--- src/rtl/uvc_pkg.sv ---
// Shared types and width helpers for the unique-value scan controller.
package uvc_pkg;

  typedef enum logic [1:0] {IDLE, SCAN, DRAIN, DONE} state_t;

  // Counter width must hold the value NUM_WORDS itself.
  function automatic int uvc_cnt_w(input int num_words);
    return $clog2(num_words + 1);
  endfunction

  function automatic int uvc_idx_w(input int value_range);
    return (value_range > 1) ? $clog2(value_range) : 1;
  endfunction

endpackage

--- src/rtl/uvc_bitmap.sv ---
// Presence bitmap: synchronous clear plus one test-and-set port per cycle.
module uvc_bitmap
  import uvc_pkg::*;
#(
  parameter int VALUE_RANGE = 256,
  parameter int IDX_W       = uvc_idx_w(VALUE_RANGE)
) (
  input  logic             clk,
  input  logic             reset,
  input  logic             clear,
  input  logic             set_en,
  input  logic [IDX_W-1:0] idx,
  output logic             was_set
);

  logic [VALUE_RANGE-1:0] bits;

  // Reports the bit before this cycle's set takes effect.
  assign was_set = bits[idx];

  always_ff @(posedge clk) begin
    if (reset || clear) bits <= '0;
    else if (set_en)    bits[idx] <= 1'b1;
  end

endmodule

--- src/rtl/unique_value_counter.sv ---
// Scans every RAM address once and counts distinct values below VALUE_RANGE.
// Optional out-of-range word counter: define UVC_OOR_COUNT_EN.
module unique_value_counter
  import uvc_pkg::*;
#(
  parameter int NUM_WORD_BITS = 32,
  parameter int NUM_WORDS     = 1024,
  parameter int VALUE_RANGE   = 256
) (
  input  logic                              clk,
  input  logic                              reset,
  input  logic                              start_in,
  output logic                              busy_out,
  output logic                              done_out,
  output logic [uvc_cnt_w(NUM_WORDS)-1:0]   unique_count_out,
`ifdef UVC_OOR_COUNT_EN
  output logic [uvc_cnt_w(NUM_WORDS)-1:0]   oor_count_out,
`endif
  output logic                              ram_write_enable_out,
  output logic [$clog2(NUM_WORDS)-1:0]      ram_address_out,
  output logic [NUM_WORD_BITS-1:0]          ram_data_out,
  input  logic [NUM_WORD_BITS-1:0]          ram_data_in
);

  localparam int CNT_W  = uvc_cnt_w(NUM_WORDS);
  localparam int IDX_W  = uvc_idx_w(VALUE_RANGE);
  localparam int ADDR_W = $clog2(NUM_WORDS);
  localparam logic [ADDR_W-1:0] LAST_ADDR = ADDR_W'(NUM_WORDS - 1);

  state_t state, state_nxt;
  logic   start_acc, rd_valid, in_range, was_set, set_en;

  assign ram_write_enable_out = 1'b0;
  assign ram_data_out         = '0;
  assign busy_out             = (state != IDLE);
  assign done_out             = (state == DONE);
  assign start_acc            = (state == IDLE) && start_in;

  always_ff @(posedge clk) begin
    if (reset) state <= IDLE;
    else       state <= state_nxt;
  end

  always_comb begin
    state_nxt = state;
    case (state)
      IDLE:  if (start_in) state_nxt = SCAN;
      SCAN:  if (ram_address_out == LAST_ADDR) state_nxt = DRAIN;
      DRAIN: state_nxt = DONE;
      DONE:  state_nxt = IDLE;
      default: state_nxt = IDLE;
    endcase
  end

  // Address parks on the last word after the scan; it never wraps.
  always_ff @(posedge clk) begin
    if (reset || start_acc) ram_address_out <= '0;
    else if (state == SCAN && ram_address_out != LAST_ADDR)
      ram_address_out <= ram_address_out + ADDR_W'(1);
  end

  // Read data lags the address by one cycle.
  always_ff @(posedge clk) begin
    if (reset) rd_valid <= 1'b0;
    else       rd_valid <= (state == SCAN);
  end

  assign in_range = (ram_data_in < NUM_WORD_BITS'(VALUE_RANGE));
  assign set_en   = rd_valid && in_range;

  uvc_bitmap #(.VALUE_RANGE(VALUE_RANGE), .IDX_W(IDX_W)) u_bitmap (
    .clk     (clk),
    .reset   (reset),
    .clear   (start_acc),
    .set_en  (set_en),
    .idx     (ram_data_in[IDX_W-1:0]),
    .was_set (was_set)
  );

  always_ff @(posedge clk) begin
    if (reset || start_acc)   unique_count_out <= '0;
    else if (set_en && !was_set) unique_count_out <= unique_count_out + CNT_W'(1);
  end

`ifdef UVC_OOR_COUNT_EN
  always_ff @(posedge clk) begin
    if (reset || start_acc)      oor_count_out <= '0;
    else if (rd_valid && !in_range) oor_count_out <= oor_count_out + CNT_W'(1);
  end
`endif

endmodule

--- config.mk ---
export PLATFORM = sky130hd
export DESIGN_NAME = unique_value_counter
export DESIGN_NICKNAME = d
export VERILOG_FILES = /design/src/rtl/uvc_pkg.sv /design/src/rtl/uvc_bitmap.sv /design/src/rtl/unique_value_counter.sv
export SDC_FILE = /design/constraint.sdc
export NUM_CORES = 1
export LEC_CHECK = 0
export CAP_MARGIN = 20
export CORE_ASPECT_RATIO = 1.1
export CORE_MARGIN = 2
export CORE_UTILIZATION = 30
export CTS_CLUSTER_DIAMETER = 150
export DETAILED_ROUTE_END_ITERATION = 16
export GPL_TIMING_DRIVEN = 0
export HOLD_SLACK_MARGIN = 0.1
export PLACE_DENSITY_LB_ADDON = 0.12
export SETUP_SLACK_MARGIN = 0.02
export SLEW_MARGIN = 25
export SYNTH_ARGS = -nofsm -noshare
export SYNTH_HDL_FRONTEND = slang
export SYNTH_SLANG_ARGS = --single-unit
--- constraint.sdc ---
create_clock -name clk -period 8.5 [get_ports clk]
set_input_delay 1.7 -clock clk [delete_from_list [all_inputs] [get_ports clk]]
set_output_delay 1.7 -clock clk [all_outputs]
set_load 0.01 [all_outputs]
Word-level counts from Yosys, hierarchy flattened
Cells that the tools add are included.
- word-level logic and storage cells: 35
- output and inout bits: 56
- bits of input ports: 35
- flip-flop bits (word level): 280
- multiplexer cells: 7
- bitwise logic cells: 1
- magnitude comparators: 3
- add/subtract/negate cells: 2
- reductions and logical operators: 10
- equal/unequal tests: 7
- operators by type and width (cell ; count):
    $or 256x256->256 ; 1
    $lt 32x9->1 const B ; 1
    $add 11x1->11 const B ; 1
    $add 10x1->10 const B ; 1
    $eq 10x10->1 const B ; 1
    $ne 10x10->1 const B ; 1
    $lt 8x9->1 const B ; 1
    $bmux 1 s8 ; 1
    $demux 1 s8 ; 1
    $ge 8x1->1 const B ; 1
    $pmux 2 s4 ; 1
    $logic_and 1x1->1 ; 5
    $eq 2x2->1 const B ; 2
    $mux 2 ; 2
    $ne 2x2->1 const B ; 2
    $eq 2x1->1 const B ; 1
    $logic_not 2->1 ; 1
    $mux 1 ; 2
    $reduce_and 2->1 ; 1
    $reduce_bool 2->1 ; 1
    $logic_not 1->1 ; 1
    $logic_or 1x1->1 ; 1

Depth between registers and ports, before layout
Gate-level depths: netlist of the first run.
- depth after elaboration: 5
- gate-level depth with buffers: 12
- mapped depth without buffers: 7

Modules after synthesis
From an unflattened synthesis of the first run, not the netlist that was laid out.
- cells, all modules: 1225
- area, all modules: 11474.8 um2
- by module, submodules not included (module ; area each (um2) ; cells an instance ; seq. area each (um2) ; instances):
    uvc_bitmap ; 9801.9 ; 1033 ; 5124.9 ; 1
    unique_value_counter ; 1672.9 ; 192 ; 480.5 ; 1

Worst setup path after synthesis of the first run
Ideal clock, no wire load.
- kind: in2reg
- from: input port ram_data_in[0]
- to: register unique_count_out[10]
- data required time: 8.428 ns
- setup slack: 4.496 ns
- arrival time: 3.932 ns
- stages: 11
- buffers on the path: 4
- library setup time: 0.072 ns
- path through: buf_6 > buf_6 > buf_6 > mux4_2 > o2111ai_1 > nand2_1 > nor4b_4 > o211ai_4 > buf_6 > nor4_2 > mux2i_1
- longest elaborated chain between the ends: 4
- elaborated cells on any way between the ends: 6
- those cells by class: order compare: 1; mux: 2; reduce/logical: 3
- ends and longest elaborated chain (what ; line ; text):
    start, declared ; unique_value_counter.sv:22 ; input logic [NUM_WORD_BITS-1:0] ram_data_in
    $bmux 1 s8 ; uvc_bitmap.sv:19 ; assign was_set = bits[idx];
    $mux 1 (not written as such) ; uvc_bitmap.sv:19 ;
    $logic_not 1->1 ; unique_value_counter.sv:82 ; else if (set_en && !was_set) unique_count_out <= unique_count_out + CNT_W'(1);
    $logic_and 1x1->1 (*) ; unique_value_counter.sv:82 ;
    end signal, assigned ; unique_value_counter.sv:82 ;
    end, declared ; unique_value_counter.sv:15 ; output logic [uvc_cnt_w(NUM_WORDS)-1:0] unique_count_out,
Every way passes the cells marked *; elsewhere a longest branch is shown, timed or not. The select of a mux whose other input is x is not followed.
A chain may end at the register's enable or synchronous reset.

Worst setup path in the final report of the first run
- from: input port ram_data_in[31]
- to: register u_bitmap.bits[158]
- longest elaborated chain between the ends: 2
- ends and longest elaborated chain (what ; line ; text):
    $lt 32x9->1 ; unique_value_counter.sv:68 ; assign in_range = (ram_data_in < NUM_WORD_BITS'(VALUE_RANGE));
    $logic_and 1x1->1 ; unique_value_counter.sv:69 ; assign set_en = rd_valid && in_range;
    end signal, assigned ; uvc_bitmap.sv:22 ; if (reset || clear) bits <= '0;
    end signal, assigned by index ; uvc_bitmap.sv:23 ; else if (set_en) bits[idx] <= 1'b1;
    end, declared ; uvc_bitmap.sv:16 ; logic [VALUE_RANGE-1:0] bits;
Every way passes these cells.

==> results of run 1 <==
[worst reg2reg max path, stage by stage (launching register included)]
cell and delay (ns):
dfxtp_1 0.31, nor4b_1 0.25, nand4_1 0.24, nor2_1 0.49
nand3_1 0.25, nor2_1 0.93, clkbuf_1 0.78, a21oi_1 0.16
nor2_1 0.12
[flip-flops by register name, summed over array words and instances, names as in the netlist]
register and flops:
ram_address_out 10, state 2, rd_valid 1, u_bitmap.bits 256
unique_count_out 11
[cell families after synthesis]
| kind of cell | after synthesis | share of synthesized area |
|---|---|---|
| AOI/OAI and AO/OA | 322 | 0.150 |
| xor gates and xnor gates | 5 | 0.00371 |
| adders and majority gates | 7 | 0.00742 |
| buffers and inverters | 143 | 0.0688 |
| DFF | 280 | 0.475 |
| muxes | 86 | 0.144 |
| other | 1 | 0.000318 |
| and+or+nand+nor | 411 | 0.151 |
[metal layers]
layer | wire, um | vias up | share of wire | GRT usage
met1 | 18200 | 4723 | 0.46 | 0.264
li1 | - | 4614 | - | -
met4 | 1200 | 2 | 0.030 | 0.0622
met5 | 13 | - | 0.00033 | 0
met2 | 18000 | 275 | 0.45 | 0.312
met3 | 2330 | 70 | 0.059 | 0.0350
[layout make-up]
cell class / instances / area [um2]
repair buffers: 53 / 528
clock buffers: 49 / 993
flip-flops and latches: 280 / 5610
well taps: 507 / 634
multi-input cells: 864 / 5530
diodes: 1 / 2.50
fillers: 4069 / 24800
inverters: 9 / 33.8
clock inverters: 7 / 85.1
plain buffers: 134 / 778
[power by group through the flow]
stage	combinational [mW]	sequential (mW)	clock [mW]
final	0.335	1.33	1.41
after global routing	0.369	1.33	1.49
after CTS	0.339	1.33	1.44
after detailed placement	0.339	1.36	0
after global placement	0.337	1.36	0
after floorplan	0.212	1.36	0
[worst max-delay path by stage]
stage               depth (start not counted)                    to            start  slack, ns
floorplan                                  11  unique_count_out[10]   ram_data_in[0]       4.50
global placement                           11   unique_count_out[1]   ram_data_in[4]       2.70
detailed placement                          9    u_bitmap.bits[158]  ram_data_in[28]       3.09
CTS                                         9    u_bitmap.bits[158]  ram_data_in[31]       3.68
global route                                9     u_bitmap.bits[62]  ram_data_in[28]       3.47
finish                                      9    u_bitmap.bits[158]  ram_data_in[31]       3.62
[cell usage in the layout (no fill, tap or decap), types with 3 or more instances in the layout]
cell             synthesis  layout
o211ai_1                 3       3
mux2i_1                 17      17
nand3_1                 16      16
xor2_1                   3       3
nand4_1                  7       7
clkinv_2                 0       5
buf_1                    4       4
nor3_2                   0       3
buf_6                    7       7
mux2_2                   7       7
o21ai_0                  6       6
clkbuf_8                 0      15
nor2b_1                  6       6
clkdlybuf4s50_1          0      52
buf_4                   46      47
nor2_1                 295     295
clkbuf_1                63      66
inv_1                    9       9
nor4_1                   6       5
or3_1                    5       5
o31ai_1                  7       7
conb_1                   1      33
clkbuf_16                0      31
dfxtp_1                280     280
buf_2                   11      11
or4_1                    8       8
nand2_1                 27      27
mux4_2                  49      49
nand2b_1                 7       7
ha_1                     7       7
nor3_1                  17      14
a21oi_1                273     273
a31oi_1                  6       6
mux4_1                  13      13
o22ai_1                  3       3
[metrics by stage]
stage,std cells,hold slack [ns],setup WS (ns)
CTS,1903,0.464,3.68
global route,1903,0.480,3.47
finish,1904,0.462,3.62
global placement,1846,0.440,2.70
detailed placement,1847,0.448,3.09
floorplan,1287,0.428,4.50
==> impl_metrics.ini, run 1 <==
[sta]
max_freq_mhz = 205
hold_viol = 0
finClkSkew_ns = 0.0123
final_max_slew_viol_count = 0
slew_headroom = 0.231
worst_slew_pin_slew_ns = 1.15
post-route-period-util = 0.574
finalSetupViolCount = 0
tns_ns = 0
fin_crit_ns = 4.88
rsz0062_at_grt = false

[critical_path]
reg2reg_to = u_bitmap.bits[158]
critPathMostFrequentCell = nor2_1
start_kind = primary input
critical_path.top_delay_family = simple AND/OR/NAND/NOR gates
path_max_fanout = 10
critPathArrivalTime_ns = 5.39
cp-end-kind = flop
path_cells = clkdlybuf4s50_1 > nor4b_1 > nand4_1 > nor2_1 > nand3_1 > nor2_1 > clkbuf_1 > a21oi_1 > nor2_1
cp.required_ns = 9.01
r2r_slack_ns = 4.92
crit_buf_inv = 2
reg2reg_from = rd_valid
rr_worst_depth = 8
cpMaxStageDelayCell = nor2_1
cpPeakStageDelay_ns = 0.93
critPathKind = primary input to flop

[yosys]
synth_most_common_cell = nor2_1
synthArstFlopShare = 0
postSynthCellCount = 1255
ys_ff_latch = 280
netlist_area_mm2 = 0.0118
synth.area.top_cells = dfxtp_1 47%, a21oi_1 12%, nor2_1 9.4%
synth_top_area_share = 0.475
yosys-top-cells-count = 295 x nor2_1, 280 x dfxtp_1, 273 x a21oi_1
yosys_warnings = 0
yosysTopAreaCell = dfxtp_1
synth-edff-count = 0
synth_area_per_cell_um2 = 9.40
seq_area_frac_synth = 0.475
synth_cell_types = 61
synth_ff_type = dfxtp_1

[placement]
io_buffers = 52
dpl.hpwl_um = 26500
dpl_cell_area_mm2 = 0.0131
place.gp.congestion = 0.811

[grt]
overflow = 0
grt_use_total = 0.194
antenna_found_initial = 2
grt_max_degree = 15
first_global_vias = 9151
grt_first_pass_wirelength_um = 58900

[route]
first_pass_iters = 5
drt-initial-drc-count = 652
ant_nets = 0
via_per_inst = 5.09
drc = 0
route.vias.total = 9684
wirelength_um = 39700
wl_per_cell_um = 20.9

[pwr]
total_power_mw = 3.07
p_per_area_mw_per_mm2 = 217
irDropWorstVdd_mv = 0.128
swShare = 0.259
seqPwrFrac = 0.432
p_int_mw = 2.28
pwr-share-clk = 0.458
leakage_nw = 5.09
p_sw_mw = 0.795
pwr-share-comb = 0.109

[layout]
final_nets = 1415
fin_util = 0.364
stdcell_area_mm2 = 0.0142
drive_above_1_share = 0.138
synthToLayoutAreaGrowth_pct = 20.2

[floorplan]
initial_core_util = 0.303
core_mm2 = 0.0390
boundaryPins = 91
die_x_um = 193
rows = 76
fp.dieH_um = 212
die-area_mm2 = 0.0409

[cts]
cts_resized = 0
cts_buffers = 31
clkLatencyLatePin_ns = 0.57
cts_root_buffer = clkbuf_16
clk_pin_slew_worst_paths_ns = 0.06
cts_setup_buffers = 0
h-tree-depth = 1
clock_path_buffers = 3
tritoncts = yes
ctsHoldBuffers = 0
cts_sinks = 280

[worst_hold_path]
holdPathEnd = u_bitmap.bits[84]
min_path_cells = 2
hold_class = flop to flop
hold_path.startpoint = u_bitmap.bits[84]

[job]
maxCapViolCount = 0

[run_status]
outcome = finished, final reports clean
No activity file was read; power rests on OpenSTA's default activity.
==> run 2: changes to the inputs <==
Clock period 8.5 ns to 4.8 ns, I/O delays scaled along.
==> results of run 2 <==
Same layout as run 1 (identical final DEF). Status: finished, final reports clean.
Main changes from that run: setup slack after placement 3.09 ns -> 0.132 ns; setup slack after layout 3.62 ns -> 0.658 ns; register-to-register setup slack 4.92 ns -> 1.22 ns; total power 3.07 mW -> 5.44 mW; worst IR drop on VDD 0.128 mV -> 0.227 mV
